## src/rtl/edge_evt_pkg.sv

```systemverilog
// Shared types and defaults for the edge event serializer.
package edge_evt_pkg;

    localparam int unsigned EDGE_WIDTH = 32;
    localparam int unsigned EDGE_IDX_W = $clog2(EDGE_WIDTH);

    typedef enum logic {
        IDLE,
        HOLD
    } evt_state_e;

    typedef logic [EDGE_IDX_W-1:0] edge_idx_t;

endpackage

```

## src/rtl/edge_rr_pick.sv

```systemverilog
// Combinational round-robin picker: first set request at or above ptr_i, wrapping.
module edge_rr_pick #(
    parameter int unsigned WIDTH = 32
) (
    input  logic [WIDTH-1:0]         req_i,
    input  logic [$clog2(WIDTH)-1:0] ptr_i,
    output logic                     any_o,
    output logic [$clog2(WIDTH)-1:0] idx_o
);

    localparam int unsigned IDX_W = $clog2(WIDTH);

    logic [WIDTH-1:0] rot;
    logic [IDX_W-1:0] off;

    // Rotate so ptr_i lands at bit 0, then find the lowest set bit.
    always_comb begin
        rot = '0;
        off = '0;
        for (int j = 0; j < WIDTH; j++) begin
            rot[j] = req_i[IDX_W'(IDX_W'(j) + ptr_i)];
        end
        for (int i = WIDTH - 1; i >= 0; i--) begin
            if (rot[i]) begin
                off = IDX_W'(i);
            end
        end
    end

    assign any_o = |req_i;
    // WIDTH is a power of two, so the IDX_W-bit sum wraps modulo WIDTH.
    assign idx_o = off + ptr_i;

endmodule

```

## src/rtl/edge_event_serializer.sv

```systemverilog
// Serializes sticky edge flags into single-index valid/ready events, round-robin,
// reporting each flag once until it is re-armed.
module edge_event_serializer
    import edge_evt_pkg::*;
#(
    parameter int unsigned WIDTH = EDGE_WIDTH
) (
    input  logic                       clk,
    input  logic                       reset_n,
    input  logic [WIDTH-1:0]           edge_i,
    input  logic [WIDTH-1:0]           rearm_i,
    output logic                       evt_valid_o,
    input  logic                       evt_ready_i,
    output logic [$clog2(WIDTH)-1:0]   evt_idx_o,
    output logic [$clog2(WIDTH):0]     pend_cnt_o
);

    localparam int unsigned IDX_W = $clog2(WIDTH);
    localparam int unsigned CNT_W = IDX_W + 1;

    evt_state_e       state_q, state_d;
    logic [WIDTH-1:0] served_q, served_d;
    logic [IDX_W-1:0] rr_ptr_q, rr_ptr_d;
    logic [IDX_W-1:0] evt_idx_q, evt_idx_d;
    logic [CNT_W-1:0] pend_cnt_q, pend_cnt_d;

    logic [WIDTH-1:0] pending;
    logic             pick_any;
    logic [IDX_W-1:0] pick_idx;
    logic             fire;

    assign pending = edge_i & ~served_q;

    edge_rr_pick #(
        .WIDTH (WIDTH)
    ) u_pick (
        .req_i (pending),
        .ptr_i (rr_ptr_q),
        .any_o (pick_any),
        .idx_o (pick_idx)
    );

    // A new event is latched from IDLE, or in HOLD when the current one is accepted.
    assign fire = pick_any && ((state_q == IDLE) || evt_ready_i);

    always_comb begin
        state_d   = state_q;
        served_d  = served_q & ~rearm_i;
        rr_ptr_d  = rr_ptr_q;
        evt_idx_d = evt_idx_q;

        case (state_q)
            IDLE: begin
                if (pick_any) begin
                    state_d = HOLD;
                end
            end
            HOLD: begin
                if (evt_ready_i && !pick_any) begin
                    state_d = IDLE;
                end
            end
            default: state_d = IDLE;
        endcase

        // Setting the served bit after the re-arm clear lets selection win a same-cycle re-arm.
        if (fire) begin
            served_d[pick_idx] = 1'b1;
            rr_ptr_d           = pick_idx + IDX_W'(1);
            evt_idx_d          = pick_idx;
        end
    end

    always_comb begin
        pend_cnt_d = '0;
        for (int i = 0; i < WIDTH; i++) begin
            pend_cnt_d = pend_cnt_d + CNT_W'(pending[i]);
        end
    end

    always_ff @(posedge clk or negedge reset_n) begin
        if (!reset_n) begin
            state_q    <= IDLE;
            served_q   <= '0;
            rr_ptr_q   <= '0;
            evt_idx_q  <= '0;
            pend_cnt_q <= '0;
        end else begin
            state_q    <= state_d;
            served_q   <= served_d;
            rr_ptr_q   <= rr_ptr_d;
            evt_idx_q  <= evt_idx_d;
            pend_cnt_q <= pend_cnt_d;
        end
    end

    assign evt_valid_o = (state_q == HOLD);
    assign evt_idx_o   = evt_idx_q;
    assign pend_cnt_o  = pend_cnt_q;

endmodule
```

## config.mk

```make
export PLATFORM = sky130hd
export DESIGN_NAME = edge_event_serializer
export DESIGN_NICKNAME = d
export VERILOG_FILES = /design/src/rtl/edge_evt_pkg.sv /design/src/rtl/edge_rr_pick.sv /design/src/rtl/edge_event_serializer.sv
export SDC_FILE = /design/constraint.sdc
export NUM_CORES = 1
export LEC_CHECK = 0
export BUFFER_PORTS_ARGS = -buffer_cell sky130_fd_sc_hd__buf_4
export CORE_UTILIZATION = 54
export CTS_CLUSTER_SIZE = 40
export DETAILED_ROUTE_END_ITERATION = 8
export PLACE_DENSITY = 0.74
export SLEW_MARGIN = 20
export SYNTH_ARGS = -nofsm -noshare
export SYNTH_HDL_FRONTEND = slang
export SYNTH_SLANG_ARGS = --single-unit
```

## constraint.sdc

```tcl
create_clock -name clk -period 6.55 [get_ports clk]
set_input_delay 1.6375 -clock clk [delete_from_list [all_inputs] [get_ports clk]]
set_output_delay 1.6375 -clock clk [all_outputs]
set_load 0.01 [all_outputs]
```

Yosys cells after proc, flatten, opt, wreduce, memory -nomap -nowiden. Cells that the tools add are included.

Register bits: 49. Word-level logic and storage cells: 217. Output and inout bits: 12. Input port bits: 67.

Reductions and logical operators: 6. Bitwise logic cells: 6. Order comparisons: 34. Multiplexer cells: 102. $add $sub $neg: 64.

Operator list (count): $lt A5 B6 Y1 const B (33); $bmux W1 S5 (32); $mux W5 (32); $add A6 B1 Y6 (26); $add A5 B5 Y5 const A (16); $and A32 B32 Y32 (2); $not A32 Y32 (2); $add A4 B5 Y5 const A (8); $mux W1 (35); $mux W32 (1); $or A32 B32 Y32 (1); $reduce_or A32 Y1 (1); $add A3 B5 Y5 const A (4); $add A2 B5 Y5 const A (2); $add A5 B1 Y6 (1); $add A1 B5 Y5 const A (1); $add A4 B1 Y5 (1); $add A5 B1 Y5 const B (1); $add A5 B5 Y5 (1); $demux W1 S5 (1); $ge A5 B1 Y1 const B (1); $add A3 B1 Y4 (1); $add A2 B1 Y3 (1); $logic_and A1 B1 Y1 (3); other kinds (5) (5).

Logic depth before layout (Yosys ltp).
Depth after elaboration: 43. Mapped depth: 24. Depth with buffers taken out: 19.

Modules after synthesis. Synthesis repeated with hierarchy kept, for this count alone.

Cells, all modules: 559. Area, all modules: 6110.9 µm².

Modules (own cells, without submodules): edge_rr_pick (area an instance 3151.8 µm², sequential area each 0.0 µm², times used 1, cells each 289); edge_event_serializer (area an instance 2959.1 µm², sequential area each 1226.2 µm², times used 1, cells each 270).

Worst setup path after synthesis. No wires, ideal clock.

Path kind: in2reg. From: in edge_i[1]. To: reg pend_cnt_q[4], in the netlist pend_cnt_o[4]. Setup slack: 506 ps. Path buffers: 1. Cell stages on the path: 18. Library setup time: 123 ps. Arrival: 5922 ps. Required time: 6427 ps. Cells stage by stage: nand2b_1 > clkbuf_1 > inv_1 > fa_1 > inv_1 > fa_1 > fa_1 > fa_1 > fa_1 > fa_1 > inv_1 > ha_1 > inv_1 > fa_1 > inv_1 > a21o_1 > a21oi_1 > xnor2_1.

Word-level cells in the longest chain between the ends: 32.

Ends and longest elaborated chain: start, declared (line edge_event_serializer.sv:10) `input logic [WIDTH-1:0] edge_i,`; $and A32 B32 Y32 (line edge_event_serializer.sv:32) `assign pending = edge_i & ~served_q;`; $add A1 B1 Y2 (line edge_event_serializer.sv:77) `pend_cnt_d = pend_cnt_d + CNT_W'(pending[i]);`; $add A2 B1 Y3 (line edge_event_serializer.sv:77); $add A3 B1 Y4 (line edge_event_serializer.sv:77); $add A4 B1 Y5 (line edge_event_serializer.sv:77); $add A5 B1 Y6 (line edge_event_serializer.sv:77); $add A6 B1 Y6 (26 in series) (line edge_event_serializer.sv:77); named net pend_cnt_d[4] (line edge_event_serializer.sv:25) `logic [CNT_W-1:0] pend_cnt_q, pend_cnt_d;`; end signal, assigned (line edge_event_serializer.sv:93) `pend_cnt_q <= pend_cnt_d;`; end, declared (line edge_event_serializer.sv:25).

The timed path passes the listed nets, and every way through them passes these cells. A chain may end at the register's enable or synchronous reset.

Final worst setup path.
From: in edge_i[0]. To: reg pend_cnt_q[4], in the netlist pend_cnt_o[4].

Same word-level chain as after synthesis.

==> summary.md <==
| Metric | Value |
|---|---|
| Syn Nets | 773 |
| Vias in the first global route | 6070 |
| Worst Setup End Kind | flop |
| DRC viols | 0 |
| CP startpoint kind | input port |
| Largest family of logic cells by synthesized area | multiplexers |
| Synth Instances | 652 |
| Fillers | 1042 |
| Die Footprint | 13500 sq um |
| GP Congestion | 1.02 |
| Worst-path clk slew | 0.07 ns |
| Starting Density | 0.554 |
| Endpoints failing setup | 0 |
| Wire length per cell | 23.4 microns |
| Reg2reg path depth | 17 |
| Final Slew Violations | 0 |
| Synth Area in Compound Gates | 0.0904 |
| Final Cycle Share | 0.953 |
| Storage cell area | 1230 sq um |
| Layout Nets | 855 |
| Clock latency on the worst-skew pair | 0.30 ns |
| Final hold viol count | 0 |
| Worst Hold Class | reg -> reg |
| Normalized max-slew margin | 0.481 |
| Inserted Clock Buffers | 5 |
| Sequential area share after synthesis | 0.175 |
| Worst reg2reg endpoint | rr_ptr_q[4] |
| N_diodes | 0 |
| Hold path start | evt_idx_o[2] |
| CTS resizes | 0 |
| CTS tree | built |
| Die width | 116 microns |
| DP Wirelength | 17.5 mm |
| Footprint of the multi-input gates | 5280 sq um |
| Post-Synth Adder-Cell Area | 0.123 |
| Peak Freq | 0.160 GHz |
| Cell variety after synth | 54 |
| Number of max-cap violations | 0 |
| Core area | 12700 sq um |
| Synth Area in Simple Gates | 0.102 |
| Flop2flop setup slack | 0.93 ns |
| Global-route wire length before repair | 33.8 mm |
| Setup Skew | 0.00632 ns |
| CTS H-tree depth | 2 |
| Synthesized area | 7020 sq um |
| Largest net degree at the start of global routing | 50 |
| Final core utilization | 0.636 |
| RSZ-0062 raised after global routing | false |
| Routed WL | 21.2 mm |
| 1st-iter DRT viols | 747 |
| Die H | 116 microns |
| Root Driver | clkbuf_16 |
| Xor/xnor cell area share of the yosys netlist | 0.0538 |
| Initial antenna violation count | 0 |
| Setup TNS | 0 ns |
| WS Path Type | in -> reg |
| Synthesized flop and latch total | 49 |
| # hold bufs at CTS | 0 |
| Status | complete, no violations |
| Post-synthesis mux area share | 0.383 |
| Layout Area Growth over Synthesis | 14.7% |
| Reg2Reg Launch Point | rr_ptr_q[2] |
| Row count | 41 |
| DR vias/cell | 6.53 |
| # port buffers | 78 |
| Top-level port count | 79 |
| Avg Cell Area, Syn | 10.8 sq um |
| Critical Path Fanout Max | 9 |
| Hold WS | 0.498 ns |
| Share of layout cells above drive strength 1 | 0.329 |
| Yosys Warn Count | 0 |
| Final ANT Viol Nets | 0 |
| CTS sink cnt | 49 |
| Final min period | 6.24 ns |
| All-Layer GR Usage | 0.341 |
| Via count | 5927 |
| Worst Path Required | 6.74 ns |
| Arrival @ worst endpoint | 6.43 ns |
| Post-synth ARST share | 1.00 |
| Hold Path End | evt_idx_o[2] |
| Hold depth | 1 |
| Main synth FF type | dfrtp_1 |
| Post-CTS Setup Bufs | 0 |
| Overflow after GRT | 0 |
| Worst Tran Pin Value | 0.779 ns |
| Clk buf depth | 2 |
| Post-synth EDFFs | 0 |
| Pre-antenna DRT Iters | 5 |
cells in the mapped netlist, drive strengths merged, types with 2 or more instances:
cell type  count  area (sq um)
and3           5          31.3
a311oi         2          35.0
xor2           4          61.3
nand3          5          25.0
nand4          7          43.8
a2111oi        3          26.3
fa            25           500
nor3           9          50.1
a21oi         23           115
o21ai         12          60.1
or3            2          12.5
a21boi         3          22.5
mux4          87          1960
buf           23           146
o22ai         36           225
xnor2         30           293
o21a           4          30.0
inv           85           322
nand2         37           139
a21o           4          30.0
mux2i         48           480
or2            2          12.5
nor2b          7          43.8
nor4           4          25.0
nand2b        36           225
ha            29           363
clkbuf        13          48.8
nor2          20          75.1
o31ai          3          22.5
mux2          22           248
dfrtp         49          1230
o31a           2          17.5
critical path, cell delays in order:
cell      delay, ns
buf_4          0.11
nand2b_1       0.30
inv_1          0.16
fa_1           0.54
inv_1          0.06
fa_1           0.52
fa_1           0.46
fa_1           0.51
fa_1           0.56
fa_1           0.46
inv_1          0.08
ha_1           0.16
inv_1          0.06
fa_1           0.41
inv_1          0.07
a21o_1         0.11
a21oi_1        0.07
xnor2_1        0.13
stage by stage:
stage | std cells | area (sq um) | setup slack [ns]
floorplan | 652 | 7020 | 0.506
global placement | 899 | 7900 | 0.163
detailed placement | 899 | 7900 | 0.0221
CTS | 907 | 8050 | 0.289
global route | 907 | 8050 | 0.165
finish | 907 | 8050 | 0.306
area by class of cell:
type | count | share of cell area
repair buffers | 111 | 0.107
multi-input cells | 482 | 0.655
inverters | 85 | 0.0399
clock buffers | 5 | 0.0155
flip-flops and latches | 49 | 0.152
well taps | 172 | 0.0267
clock inverters | 3 | 0.00357
cell usage in the layout (no fill, tap or decap), types with 2 or more instances in the layout:
| cell | Yosys | routed |
|---|---|---|
| mux4_2 | 87 | 87 |
| a21o_1 | 4 | 4 |
| nor2_1 | 20 | 20 |
| nand3_1 | 5 | 5 |
| o21ai_0 | 12 | 12 |
| mux2i_1 | 48 | 48 |
| ha_1 | 29 | 29 |
| fa_1 | 25 | 25 |
| a2111oi_0 | 3 | 3 |
| a21oi_1 | 23 | 23 |
| buf_12 | 0 | 2 |
| xnor2_2 | 4 | 4 |
| and3_1 | 5 | 5 |
| nor2b_1 | 7 | 7 |
| dfrtp_1 | 49 | 49 |
| o21a_1 | 4 | 4 |
| or3_1 | 2 | 2 |
| o31a_1 | 2 | 2 |
| buf_4 | 9 | 109 |
| mux2_2 | 21 | 21 |
| xor2_1 | 2 | 2 |
| o31ai_1 | 3 | 3 |
| nor3_1 | 8 | 8 |
| inv_1 | 80 | 80 |
| inv_2 | 4 | 4 |
| or2_2 | 2 | 2 |
| nand2b_1 | 36 | 36 |
| nand4_1 | 7 | 7 |
| xnor2_1 | 26 | 26 |
| o22ai_1 | 36 | 36 |
| nor4_1 | 4 | 4 |
| nand2_1 | 37 | 37 |
| a21boi_0 | 3 | 3 |
| clkbuf_16 | 0 | 5 |
layer usage:
layer / wire [microns] / track usage / up-vias
li1: - / - / 2575
met1: 8230 / 0.444 / 2910
met2: 10300 / 0.558 / 380
met3: 1860 / 0.0528 / 62
met4: 891 / 0.174 / 0
met5: 0 / 0 / -
cells by family after synthesis:
family / Yosys count
buffers and inverters: 121
DFF: 49
xor gates and xnor gates: 35
and+or+nand+nor: 138
muxes: 157
AOI/OAI and AO/OA: 98
adders and majority gates: 54
registers in the layout, indices dropped and copies added (netlist names):
name	count
pend_cnt_o	6
evt_idx_o	5
rr_ptr_q	5
evt_valid_o	1
served_q	32
worst max-delay path by stage:
stage	from	end	slack, ns	depth (start not counted)
after floorplan	edge_i[1]	pend_cnt_o[4]	0.51	18
after global placement	edge_i[0]	pend_cnt_o[4]	0.16	18
after detailed placement	edge_i[0]	pend_cnt_o[4]	0.02	18
after CTS	edge_i[0]	pend_cnt_o[4]	0.29	18
after global routing	edge_i[0]	pend_cnt_o[4]	0.17	18
final	edge_i[0]	pend_cnt_o[4]	0.31	18
Power is left out: the tool's default activity adds up to more than one toggle a clock period on the data nets, which glitch-free logic cannot reach.
